$ cat src/rtl/mc_ctrl_pkg.sv
// Shared encodings for the multi-cycle RV32I control FSM: opcodes, the state
// enum, datapath mux selects, immediate formats and halt cause codes.
package mc_ctrl_pkg;

  localparam logic [6:0] OP_LW     = 7'b0000011;
  localparam logic [6:0] OP_SW     = 7'b0100011;
  localparam logic [6:0] OP_R      = 7'b0110011;
  localparam logic [6:0] OP_I      = 7'b0010011;
  localparam logic [6:0] OP_JAL    = 7'b1101111;
  localparam logic [6:0] OP_JALR   = 7'b1100111;
  localparam logic [6:0] OP_BRANCH = 7'b1100011;
  localparam logic [6:0] OP_LUI    = 7'b0110111;
  localparam logic [6:0] OP_AUIPC  = 7'b0010111;
  localparam logic [6:0] OP_SYSTEM = 7'b1110011;

  typedef enum logic [3:0] {
    S_FETCH, S_DECODE, S_MEMADR, S_MEMREAD, S_MEMWB, S_MEMWRITE,
    S_EXEC_R, S_EXEC_I, S_ALUWB, S_BEQ, S_JAL, S_JALR, S_LUI, S_AUIPC,
    S_HALT
  } state_t;

  localparam logic [1:0] RES_ALUOUT    = 2'b00;
  localparam logic [1:0] RES_DATA      = 2'b01;
  localparam logic [1:0] RES_ALURESULT = 2'b10;

  localparam logic [1:0] SRCA_PC    = 2'b00;
  localparam logic [1:0] SRCA_OLDPC = 2'b01;
  localparam logic [1:0] SRCA_RS1   = 2'b10;
  localparam logic [1:0] SRCA_ZERO  = 2'b11;

  localparam logic [1:0] SRCB_RS2  = 2'b00;
  localparam logic [1:0] SRCB_IMM  = 2'b01;
  localparam logic [1:0] SRCB_FOUR = 2'b10;

  localparam logic [1:0] ALU_ADD   = 2'b00;
  localparam logic [1:0] ALU_SUB   = 2'b01;
  localparam logic [1:0] ALU_FUNCT = 2'b10;

  localparam logic [2:0] IMM_I = 3'b000;
  localparam logic [2:0] IMM_S = 3'b001;
  localparam logic [2:0] IMM_B = 3'b010;
  localparam logic [2:0] IMM_J = 3'b011;
  localparam logic [2:0] IMM_U = 3'b100;

  localparam logic [1:0] CAUSE_NONE    = 2'b00;
  localparam logic [1:0] CAUSE_ILLEGAL = 2'b01;
  localparam logic [1:0] CAUSE_TIMEOUT = 2'b10;
  localparam logic [1:0] CAUSE_SYSTEM  = 2'b11;

  // States that hold a memory request open until mem_ready.
  function automatic logic is_wait_state(state_t s);
    return (s == S_FETCH) || (s == S_MEMREAD) || (s == S_MEMWRITE);
  endfunction

endpackage

$ cat src/rtl/mc_control_fsm_if.sv
// Control bundle between the IR/memory side and the multi-cycle datapath.
// ctrl is the FSM's view, dp is the datapath/memory view.
interface mc_control_fsm_if #(parameter int IMM_W = 3);
  logic [6:0]       op;
  logic [2:0]       funct3;
  logic             mem_ready;
  logic             mem_req;
  logic             MemWrite;
  logic             IRWrite;
  logic             PCUpdate;
  logic             Branch;
  logic             AdrSrc;
  logic             RegWrite;
  logic [1:0]       ResultSrc;
  logic [1:0]       ALUSrcA;
  logic [1:0]       ALUSrcB;
  logic [1:0]       ALUOp;
  logic [IMM_W-1:0] ImmSrc;
  logic             instr_retire;
  logic             halted;
  logic [1:0]       halt_cause;

  modport ctrl (
    input  op, funct3, mem_ready,
    output mem_req, MemWrite, IRWrite, PCUpdate, Branch, AdrSrc, RegWrite,
           ResultSrc, ALUSrcA, ALUSrcB, ALUOp, ImmSrc, instr_retire,
           halted, halt_cause
  );

  modport dp (
    output op, funct3, mem_ready,
    input  mem_req, MemWrite, IRWrite, PCUpdate, Branch, AdrSrc, RegWrite,
           ResultSrc, ALUSrcA, ALUSrcB, ALUOp, ImmSrc, instr_retire,
           halted, halt_cause
  );
endinterface

$ cat src/rtl/mc_imm_decode.sv
// Combinational opcode to immediate-format map; unknown opcodes give I-type.
module mc_imm_decode
  import mc_ctrl_pkg::*;
#(
  parameter int IMM_W = 3
) (
  input  logic [6:0]       op,
  output logic [IMM_W-1:0] imm_src
);

  // Immediate format is purely a function of the opcode.
  always_comb begin
    imm_src = IMM_W'(IMM_I);
    case (op)
      OP_SW:            imm_src = IMM_W'(IMM_S);
      OP_BRANCH:        imm_src = IMM_W'(IMM_B);
      OP_JAL:           imm_src = IMM_W'(IMM_J);
      OP_LUI, OP_AUIPC: imm_src = IMM_W'(IMM_U);
      default:          imm_src = IMM_W'(IMM_I);
    endcase
  end

endmodule

$ cat src/rtl/mc_control_fsm.sv
// Multi-cycle RV32I control FSM with memory wait handshake, bus timeout,
// illegal-instruction detection and a sticky HALT carrying a cause code.
// Optional build macro: MC_FSM_SYSTEM_EN makes ECALL/EBREAK retire and halt
// with the system cause; without it that opcode is treated as illegal.
module mc_control_fsm
  import mc_ctrl_pkg::*;
#(
  parameter int WAIT_TIMEOUT = 16,
  parameter int CNT_W        = 5,
  parameter int IMM_W        = 3
) (
  input logic          clk,
  input logic          rst,
  mc_control_fsm_if.ctrl bus
);

  localparam logic [CNT_W-1:0] CNT_LAST = CNT_W'(WAIT_TIMEOUT > 0 ? WAIT_TIMEOUT - 1 : 0);

  state_t           state_reg, state_next;
  logic [CNT_W-1:0] wait_cnt_reg, wait_cnt_next;
  logic [1:0]       cause_reg, cause_next;
  logic             timeout;

  // The access expires on the cycle that would push the wait count to the limit.
  generate
    if (WAIT_TIMEOUT != 0) begin : g_tmo
      assign timeout = !bus.mem_ready && (wait_cnt_reg == CNT_LAST);
    end else begin : g_no_tmo
      assign timeout = 1'b0;
    end
  endgenerate

  mc_imm_decode #(.IMM_W(IMM_W)) u_imm (.op(bus.op), .imm_src(bus.ImmSrc));

  assign bus.halt_cause = cause_reg;

  // State, wait counter and halt cause registers.
  always_ff @(posedge clk) begin
    if (rst) begin
      state_reg    <= S_FETCH;
      wait_cnt_reg <= '0;
      cause_reg    <= CAUSE_NONE;
    end else begin
      state_reg    <= state_next;
      wait_cnt_reg <= wait_cnt_next;
      cause_reg    <= cause_next;
    end
  end

  // Next-state and Moore outputs; mem_ready qualifies only the memory states.
  always_comb begin
    state_next       = state_reg;
    cause_next       = cause_reg;
    bus.mem_req      = 1'b0;
    bus.MemWrite     = 1'b0;
    bus.IRWrite      = 1'b0;
    bus.PCUpdate     = 1'b0;
    bus.Branch       = 1'b0;
    bus.AdrSrc       = 1'b0;
    bus.RegWrite     = 1'b0;
    bus.ResultSrc    = RES_ALUOUT;
    bus.ALUSrcA      = SRCA_PC;
    bus.ALUSrcB      = SRCB_RS2;
    bus.ALUOp        = ALU_ADD;
    bus.instr_retire = 1'b0;
    bus.halted       = 1'b0;

    case (state_reg)
      S_FETCH: begin
        bus.mem_req   = 1'b1;
        bus.ALUSrcB   = SRCB_FOUR;
        bus.ResultSrc = RES_ALURESULT;
        if (bus.mem_ready) begin
          bus.IRWrite  = 1'b1;
          bus.PCUpdate = 1'b1;
          state_next   = S_DECODE;
        end else if (timeout) begin
          state_next = S_HALT;
          cause_next = CAUSE_TIMEOUT;
        end
      end
      S_DECODE: begin
        bus.ALUSrcA = SRCA_OLDPC;
        bus.ALUSrcB = SRCB_IMM;
        state_next  = S_HALT;
        cause_next  = CAUSE_ILLEGAL;
        case (bus.op)
          OP_LW, OP_SW: if (bus.funct3 == 3'b010) begin
            state_next = S_MEMADR; cause_next = cause_reg;
          end
          OP_JALR:   begin state_next = S_MEMADR; cause_next = cause_reg; end
          OP_R:      begin state_next = S_EXEC_R; cause_next = cause_reg; end
          OP_I:      begin state_next = S_EXEC_I; cause_next = cause_reg; end
          OP_JAL:    begin state_next = S_JAL;    cause_next = cause_reg; end
          OP_LUI:    begin state_next = S_LUI;    cause_next = cause_reg; end
          OP_AUIPC:  begin state_next = S_AUIPC;  cause_next = cause_reg; end
          OP_BRANCH: if (bus.funct3 != 3'b010 && bus.funct3 != 3'b011) begin
            state_next = S_BEQ; cause_next = cause_reg;
          end
`ifdef MC_FSM_SYSTEM_EN
          OP_SYSTEM: begin bus.instr_retire = 1'b1; cause_next = CAUSE_SYSTEM; end
`endif
          default: ;
        endcase
      end
      S_MEMADR: begin
        bus.ALUSrcA = SRCA_RS1;
        bus.ALUSrcB = SRCB_IMM;
        if (bus.op == OP_JALR) state_next = S_JALR;
        else if (bus.op[5])    state_next = S_MEMWRITE;
        else                   state_next = S_MEMREAD;
      end
      S_MEMREAD: begin
        bus.mem_req = 1'b1;
        bus.AdrSrc  = 1'b1;
        if (bus.mem_ready) state_next = S_MEMWB;
        else if (timeout) begin state_next = S_HALT; cause_next = CAUSE_TIMEOUT; end
      end
      S_MEMWB: begin
        bus.ResultSrc    = RES_DATA;
        bus.RegWrite     = 1'b1;
        bus.instr_retire = 1'b1;
        state_next       = S_FETCH;
      end
      S_MEMWRITE: begin
        bus.mem_req  = 1'b1;
        bus.AdrSrc   = 1'b1;
        bus.MemWrite = 1'b1;
        if (bus.mem_ready) begin
          bus.instr_retire = 1'b1;
          state_next       = S_FETCH;
        end else if (timeout) begin
          state_next = S_HALT; cause_next = CAUSE_TIMEOUT;
        end
      end
      S_EXEC_R: begin
        bus.ALUSrcA = SRCA_RS1; bus.ALUSrcB = SRCB_RS2; bus.ALUOp = ALU_FUNCT;
        state_next  = S_ALUWB;
      end
      S_EXEC_I: begin
        bus.ALUSrcA = SRCA_RS1; bus.ALUSrcB = SRCB_IMM; bus.ALUOp = ALU_FUNCT;
        state_next  = S_ALUWB;
      end
      S_LUI: begin
        bus.ALUSrcA = SRCA_ZERO; bus.ALUSrcB = SRCB_IMM;
        state_next  = S_ALUWB;
      end
      S_AUIPC: begin
        bus.ALUSrcA = SRCA_OLDPC; bus.ALUSrcB = SRCB_IMM;
        state_next  = S_ALUWB;
      end
      S_JAL, S_JALR: begin
        // Link value PC+4 goes to ALUResult while ALUOut (target) loads the PC.
        bus.ALUSrcA  = SRCA_OLDPC; bus.ALUSrcB = SRCB_FOUR;
        bus.PCUpdate = 1'b1;
        state_next   = S_ALUWB;
      end
      S_ALUWB: begin
        bus.RegWrite     = 1'b1;
        bus.instr_retire = 1'b1;
        state_next       = S_FETCH;
      end
      S_BEQ: begin
        bus.ALUSrcA = SRCA_RS1; bus.ALUSrcB = SRCB_RS2; bus.ALUOp = ALU_SUB;
        bus.Branch       = 1'b1;
        bus.instr_retire = 1'b1;
        state_next       = S_FETCH;
      end
      S_HALT: bus.halted = 1'b1;
      default: begin
        state_next = S_HALT;
        cause_next = CAUSE_ILLEGAL;
      end
    endcase

    // While in reset present a quiet FETCH: selects as FETCH, nothing enabled.
    if (rst) begin
      bus.mem_req      = 1'b0;
      bus.MemWrite     = 1'b0;
      bus.IRWrite      = 1'b0;
      bus.PCUpdate     = 1'b0;
      bus.Branch       = 1'b0;
      bus.RegWrite     = 1'b0;
      bus.AdrSrc       = 1'b0;
      bus.ResultSrc    = RES_ALURESULT;
      bus.ALUSrcA      = SRCA_PC;
      bus.ALUSrcB      = SRCB_FOUR;
      bus.ALUOp        = ALU_ADD;
      bus.instr_retire = 1'b0;
      bus.halted       = 1'b0;
    end
  end

  // Wait count restarts on every state change and counts stalled cycles.
  always_comb begin
    wait_cnt_next = wait_cnt_reg;
    if (state_next != state_reg)
      wait_cnt_next = '0;
    else if (is_wait_state(state_reg) && !bus.mem_ready)
      wait_cnt_next = wait_cnt_reg + CNT_W'(1);
  end

endmodule

$ cat src/flat_wrapper.sv
// flat-port wrapper written by rule: the top's interface ports become plain ports
module mc_control_fsm_flat import mc_ctrl_pkg::*;
#(
  parameter int WAIT_TIMEOUT = 16,
  parameter int CNT_W        = 5,
  parameter int IMM_W        = 3
)
  (clk, rst, bus_op, bus_funct3, bus_mem_ready, bus_mem_req, bus_MemWrite, bus_IRWrite, bus_PCUpdate, bus_Branch, bus_AdrSrc, bus_RegWrite, bus_ResultSrc, bus_ALUSrcA, bus_ALUSrcB, bus_ALUOp, bus_ImmSrc, bus_instr_retire, bus_halted, bus_halt_cause);
  mc_control_fsm_if #(.IMM_W(IMM_W)) bus_i ();
  input logic clk;
  input logic rst;
  input wire logic [$bits(bus_i.op)-1:0] bus_op;
  input wire logic [$bits(bus_i.funct3)-1:0] bus_funct3;
  input wire logic [$bits(bus_i.mem_ready)-1:0] bus_mem_ready;
  output wire logic [$bits(bus_i.mem_req)-1:0] bus_mem_req;
  output wire logic [$bits(bus_i.MemWrite)-1:0] bus_MemWrite;
  output wire logic [$bits(bus_i.IRWrite)-1:0] bus_IRWrite;
  output wire logic [$bits(bus_i.PCUpdate)-1:0] bus_PCUpdate;
  output wire logic [$bits(bus_i.Branch)-1:0] bus_Branch;
  output wire logic [$bits(bus_i.AdrSrc)-1:0] bus_AdrSrc;
  output wire logic [$bits(bus_i.RegWrite)-1:0] bus_RegWrite;
  output wire logic [$bits(bus_i.ResultSrc)-1:0] bus_ResultSrc;
  output wire logic [$bits(bus_i.ALUSrcA)-1:0] bus_ALUSrcA;
  output wire logic [$bits(bus_i.ALUSrcB)-1:0] bus_ALUSrcB;
  output wire logic [$bits(bus_i.ALUOp)-1:0] bus_ALUOp;
  output wire logic [$bits(bus_i.ImmSrc)-1:0] bus_ImmSrc;
  output wire logic [$bits(bus_i.instr_retire)-1:0] bus_instr_retire;
  output wire logic [$bits(bus_i.halted)-1:0] bus_halted;
  output wire logic [$bits(bus_i.halt_cause)-1:0] bus_halt_cause;
  assign bus_i.op = bus_op;
  assign bus_i.funct3 = bus_funct3;
  assign bus_i.mem_ready = bus_mem_ready;
  assign bus_mem_req = bus_i.mem_req;
  assign bus_MemWrite = bus_i.MemWrite;
  assign bus_IRWrite = bus_i.IRWrite;
  assign bus_PCUpdate = bus_i.PCUpdate;
  assign bus_Branch = bus_i.Branch;
  assign bus_AdrSrc = bus_i.AdrSrc;
  assign bus_RegWrite = bus_i.RegWrite;
  assign bus_ResultSrc = bus_i.ResultSrc;
  assign bus_ALUSrcA = bus_i.ALUSrcA;
  assign bus_ALUSrcB = bus_i.ALUSrcB;
  assign bus_ALUOp = bus_i.ALUOp;
  assign bus_ImmSrc = bus_i.ImmSrc;
  assign bus_instr_retire = bus_i.instr_retire;
  assign bus_halted = bus_i.halted;
  assign bus_halt_cause = bus_i.halt_cause;
  mc_control_fsm #(.WAIT_TIMEOUT(WAIT_TIMEOUT), .CNT_W(CNT_W), .IMM_W(IMM_W)) u_core (.clk(clk), .rst(rst), .bus(bus_i));
endmodule
$ cat config.mk
export PLATFORM = sky130hd
export DESIGN_NAME = mc_control_fsm_flat
export DESIGN_NICKNAME = d
export VERILOG_FILES = /design/src/rtl/mc_ctrl_pkg.sv /design/src/rtl/mc_control_fsm_if.sv /design/src/rtl/mc_imm_decode.sv /design/src/rtl/mc_control_fsm.sv /design/src/flat_wrapper.sv
export SDC_FILE = /design/constraint.sdc
export NUM_CORES = 1
export LEC_CHECK = 0
export BUFFER_PORTS_ARGS = -buffer_cell sky130_fd_sc_hd__buf_4
export CAP_MARGIN = 20
export CORE_ASPECT_RATIO = 1.2
export CORE_UTILIZATION = 45
export DETAILED_ROUTE_END_ITERATION = 6
export GPL_ROUTABILITY_DRIVEN = 0
export PLACE_DENSITY = 0.7
export SKIP_LAST_GASP = 1
export SLEW_MARGIN = 10
export SYNTH_ARGS = -nofsm -noshare
export SYNTH_HDL_FRONTEND = slang
export SYNTH_SLANG_ARGS = --single-unit
$ cat constraint.sdc
create_clock -name clk -period 4.1 [get_ports clk]
set_clock_uncertainty 0.05 [all_clocks]
set_input_delay 0.41 -clock clk [delete_from_list [all_inputs] [get_ports clk]]
set_output_delay 0.41 -clock clk [all_outputs]
set_load 0.02 [all_outputs]
# Yosys cells after proc, flatten, opt, wreduce, memory -nomap -nowiden
# Index checks and enable logic that the tools add are counted.
[op_classes]
reduce_logical = 24
bitwise = 1
n_mux = 44
addsub = 1
n_eq_ne = 33
[op_table]
columns = ["operator", "count"]
rows = [
  ["4-bit case mux with 8 select lines", 2],
  ["4-bit == test (second input constant)", 7],
  ["4-bit 2-to-1 mux", 6],
  ["7-bit by 6-bit == test with 1-bit output (second input constant)", 3],
  ["7-bit == test (second input constant)", 3],
  ["2-bit case mux with 3 select lines", 3],
  ["1-bit 2-to-1 mux", 17],
  ["4-bit by 3-bit == test with 1-bit output (second input constant)", 4],
  ["2-bit 2-to-1 mux", 8],
  ["7-bit by 5-bit == test with 1-bit output (second input constant)", 2],
  ["2-bit OR reduction", 7],
  ["2-bit case mux with 2 select lines", 3],
  ["3-bit case mux with 4 select lines", 1],
  ["6-bit OR reduction", 2],
  ["11-bit OR reduction", 1],
  ["3-bit OR reduction", 3],
  ["4-bit by 2-bit == test with 1-bit output (second input constant)", 2],
  ["4-bit OR reduction", 2],
  ["7-bit by 2-bit == test with 1-bit output (second input constant)", 1],
  ["3-bit 2-to-1 mux", 2],
  ["3-bit by 2-bit inequality test with 1-bit output (second input constant)", 2],
  ["3-bit inequality test (second input constant)", 2],
  ["6-bit AND reduction", 1],
  ["5-bit by 1-bit adder with 5-bit output (second input constant)", 1],
  ["other kinds (13)", 18],
]
[word_totals]
regBits = 11
word_cells = 106
in_bits = 13
out_inout_bits = 22

# Depth between registers and ports, before layout
[depth]
word_depth = 7
depth_mapped = 9
mapped_depth_nobuf = 9

# Hierarchy
# From an unflattened synthesis, not the netlist that was laid out.
[hier_totals]
hier_cells = 184
hier_area_um2 = 1318.8
[by_module_without_submodules]
columns = ["module", "seq_area_each_um2", "cells_per_inst", "area_per_inst_um2", "n_inst"]
rows = [
  ["mc_control_fsm", 220.2, 176, 1257.5, 1],
  ["mc_imm_decode", 0.0, 8, 61.3, 1],
]

# Least setup slack after synthesis
# Ideal clock, no wire load.
[synth_path]
path_kind = "reg2reg"
start = "register u_core.wait_cnt_reg[0]"
end = "register u_core.wait_cnt_reg[4]"
setup_ns = 0.100
n_path_buf = 0
period_less_slack_ns = 2.239
stages_incl_launch_ff = 10
slack_ns = 1.861
required_ns = 3.950
arrival_ns = 2.090
path_cell_list = "dfxtp_1 -> ha_1 -> and3_1 -> ha_1 -> nor2b_1 -> a41o_1 -> a211oi_1 -> mux2i_1 -> a21o_1 -> a2111oi_4"
[synth_via]
elab_chain_cells = 7
elab_cells_between_ends = 10
cone_classes = "add/sub: 1; eq/ne: 2; mux: 5; reduce/logical: 2"
[synth_lines]
columns = ["element", "line_no", "source"]
rows = [
  ["start: declaration", "mc_control_fsm.sv:20", "logic [CNT_W-1:0] wait_cnt_reg, wait_cnt_next;"],
  ["start signal: assignment", "mc_control_fsm.sv:45", "wait_cnt_reg <= wait_cnt_next;"],
  ["5-bit by 4-bit == test with 1-bit output", "mc_control_fsm.sv:27", "assign timeout = !bus.mem_ready && (wait_cnt_reg == CNT_LAST);"],
  ["1-bit logical AND", "mc_control_fsm.sv:27", ""],
  ["4-bit 2-to-1 mux", "mc_control_fsm.sv:77, mc_control_fsm.sv:117, mc_control_fsm.sv:132", ""],
  ["4-bit 2-to-1 mux (on tied branches)", "mc_control_fsm.sv:129, mc_control_fsm.sv:73, mc_control_fsm.sv:116", ""],
  ["4-bit case mux with 8 select lines", "mc_control_fsm.sv:68", "case (state_reg)"],
  ["4-bit inequality test", "mc_control_fsm.sv:197", "if (state_next != state_reg)"],
  ["2-bit OR reduction (no source line)", "--", ""],
]
# Parallel ways exist; a longest one is shown, timed or not.
# A chain may end at the register's enable or synchronous reset.

# Worst setup path after layout
[layout_path]
start = "register u_core.state_reg[1]"
end = "register u_core.wait_cnt_reg[4]"
[layout_via]
elab_chain_cells = 5
elab_cells_between_ends = 27
cone_classes = "eq/ne: 15; mux: 5; reduce/logical: 7"
[layout_lines]
columns = ["element", "line_no", "source"]
rows = [
  ["start: declaration", "mc_control_fsm.sv:19", "state_t state_reg, state_next;"],
  ["start signal: assignment", "mc_control_fsm.sv:44", "state_reg <= state_next;"],
  ["4-bit by 3-bit == test with 1-bit output (tied with other cells)", "mc_control_fsm.sv:68", ""],
  ["6-bit OR reduction (no source line) (tied with other cells)", "--", ""],
  ["4-bit case mux with 8 select lines", "mc_control_fsm.sv:68", ""],
  ["4-bit inequality test", "mc_control_fsm.sv:197", ""],
  ["2-bit OR reduction (no source line)", "--", ""],
]
# Parallel ways exist; a longest one is shown, timed or not.

==> summary.txt <==
Critical path
  – Peak per-stage delay on the critical path: 0.77 ns
  – Slowest CP cell: dfxtp_1
  – CP Max Fanout: 20
  – Crit path launch type: register
  – WP data arrival: 2.90 ns
  – Required @ worst endpoint: 4.22 ns
  – Worst Path Buf+Inv: 0
  – Reg2reg setup slack: 1.33 ns
  – Kind of critical path: reg -> reg
  – Top Family by Delay on Critical Path: compound AO/OA/AOI/OAI gates
  – CP endpoint kind: register
  – Crit path cell chain: nor4b_1 > and3_1 > a221oi_2 > mux2i_1 > a2111o_1 > a2111oi_4

Power
  – Pwr dens: 433 nW/um2
  – Worst vdd ir: 0.308 mV
  – Leakage: 0.619 nW

Drt
  – Antenna-violating nets left: 0
  – DR iter-0 viols: 32
  – Overall routed net length: 3330 um
  – Vias: 1419
  – DR DRC count: 0
  – Pre-antenna DRT Iters: 4
  – Number of vias per cell: 6.06
  – Wire length per cell: 14.2 um

CTS
  – Clk slew on worst S/H paths: 0.06 ns
  – Num CTS Buffers: 3
  – # hold bufs at CTS: 0
  – H-tree Lvls: 1
  – Cts repair resizes: 0
  – Clock Path Buffers: 2
  – Worst skew pair latency: 0.26 ns
  – Clk root buf: clkbuf_4
  – CTS Sinks: 11
  – Post-CTS setup buffers: 0
  – CTS tree: yes

Logic synthesis
  – Synth Instances: 176
  – Unique cell type count in the Yosys netlist: 52
  – Top_reg_cell synth: dfxtp_1
  – #FFs+latches synth: 11
  – Net Count, Synth: 191
  – Fraction of registers with async set/reset: 0
  – Post-synthesis sequential area ratio: 0.175
  – Yosys warning total: 0
  – Syn Std Cell Area: 1260 um2
  – Post-synth EDFFs: 0
  – Syn_area_per_cell: 7.17 um2

Placed design
  – I/O Buffers: 34
  – Worst slack, placed: 1.36 ns
  – DP HPWL: 2560 um
  – Inst Count DP: 230

Layout
  – Post-Layout Cell Count: 234
  – Final core occ: 0.583
  – Max FFs per register: 5
  – Multi-input logic area: 947 um2
  – Layout cells sized above 1: 0.224
  – Synth-to-layout area growth: 20.2%
  – Final net count: 217
  – Sequential cell area: 220 um2
  – # diodes: 0
  – Fillers: 272

Floorplanning
  – Starting Density: 0.485
  – Core Rows: 20
  – Core box area: 2600 um2
  – Top Ports: 35
  – Chip Height: 60.0 um
  – Full die area: 3020 um2
  – Die extent in x: 50.3 um

Global routing
  – Vias in the first global route: 1395
  – Layer with the highest usage: met2
  – Met2 usage: 0.432
  – Met3 usage: 0.0204
  – GRT Overall Usage: 0.238
  – First-pass GRT wire length: 5660 um
  – Grt ovf: 0
  – Largest net degree at the start of global routing: 24
  – Met1 Track Usage GR: 0.280
  – Initial antenna violation count: 0

Timing
  – RSZ-0062 raised after global routing: no
  – Slew @ Worst Pin: 0.720 ns
  – Slew HR: 0.519
  – Final period utilization: 0.677
  – Final setup TNS: 0 ns
  – Tmin final: 2.77 ns
  – Fmax achieved: 0.361 GHz
  – Final setup vio count: 0
  – Setup ws final: 1.33 ns
  – Fin. max-slew vios: 0
  – Final hold violation count: 0

Worst hold path
  – Hold Crit Class: in -> reg

Job
  – Max Cap Viol: 0

Status
  – Status: finished clean
==> worst register-to-register path, delay by kind of cell (launching register included) <==
family	cells	cell delay, ns
compound gates	3	0.88
mux	1	0.13
flops	1	0.77
simple gates	2	0.86
==> path summary, 6_finish.rpt <==
kind,startpoint,cells past startpoint,endpoint
setup / recovery,u_core.state_reg[1],6,u_core.wait_cnt_reg[4]
hold / removal,rst,2,u_core.state_reg[3]
setup reg to reg,u_core.state_reg[1],6,u_core.wait_cnt_reg[4]
hold reg to reg,u_core.bus.halt_cause[1],2,u_core.bus.halt_cause[1]
==> cell families after synthesis <==
kind of cell	count (synthesis)	share of synthesized area
buffers and inverters	20	0.0744
xor gates and xnor gates	7	0.0546
and+or+nand+nor	82	0.351
DFF	11	0.175
AOI/OAI and AO/OA	51	0.302
muxes	3	0.0238
adders and majority gates	2	0.0198
==> Yosys cell counts, types with 5 or more instances <==
cell | count | area (um2)
dfxtp_1 | 11 | 220
nand2_1 | 16 | 60.1
a211oi_1 | 5 | 37.5
a21oi_1 | 10 | 50.1
inv_1 | 7 | 26.3
clkbuf_1 | 7 | 26.3
nor2_1 | 17 | 63.8
o21ai_0 | 10 | 50.1
nor3_1 | 12 | 60.1
==> layer usage <==
| metal | vias to the layer above | wire [um] |
|---|---|---|
| met4 | 0 | 61 |
| met2 | 35 | 1720 |
| li1 | 708 | - |
| met1 | 668 | 1440 |
| met5 | - | 0 |
| met3 | 8 | 102 |
==> cell usage in the layout, fill, tap and decap left out, drive strengths merged, types with 4 or more instances in the layout <==
cell,n
o21ai,10
inv,7
nand2b,4
dfxtp,11
xor2,5
a211oi,5
and3,4
nor2,17
buf,34
nand3b,4
nor3,12
nand2,16
a21oi,10
clkbuf,4
==> through the flow <==
stage	power, W	hold WS, ns	cell area (um2)
final	0.000656	0.399	1520
after global routing	0.000713	0.424	1520
after detailed placement	0.000586	0.445	1490
after floorplan	0.000479	0.464	1260
after CTS	0.000657	0.394	1520
after global placement	0.000574	0.431	1490
==> power breakdown <==
group / total (W) / switching (W) / internal, W
logic: 0.000400 / 0.000227 / 0.000173
clock network: 0.0000720 / 0.0000343 / 0.0000377
registers: 0.000184 / 0.0000614 / 0.000123
total: 0.000656 / 0.000323 / 0.000333
==> cell type report <==
cell class	instances	share of cell area
timing repair buffer	34	0.168
multi-input combinational	145	0.625
clock buffer	4	0.0173
inverter	7	0.0173
tap	33	0.0272
sequential	11	0.145
(Power assumes the default switching activity.)
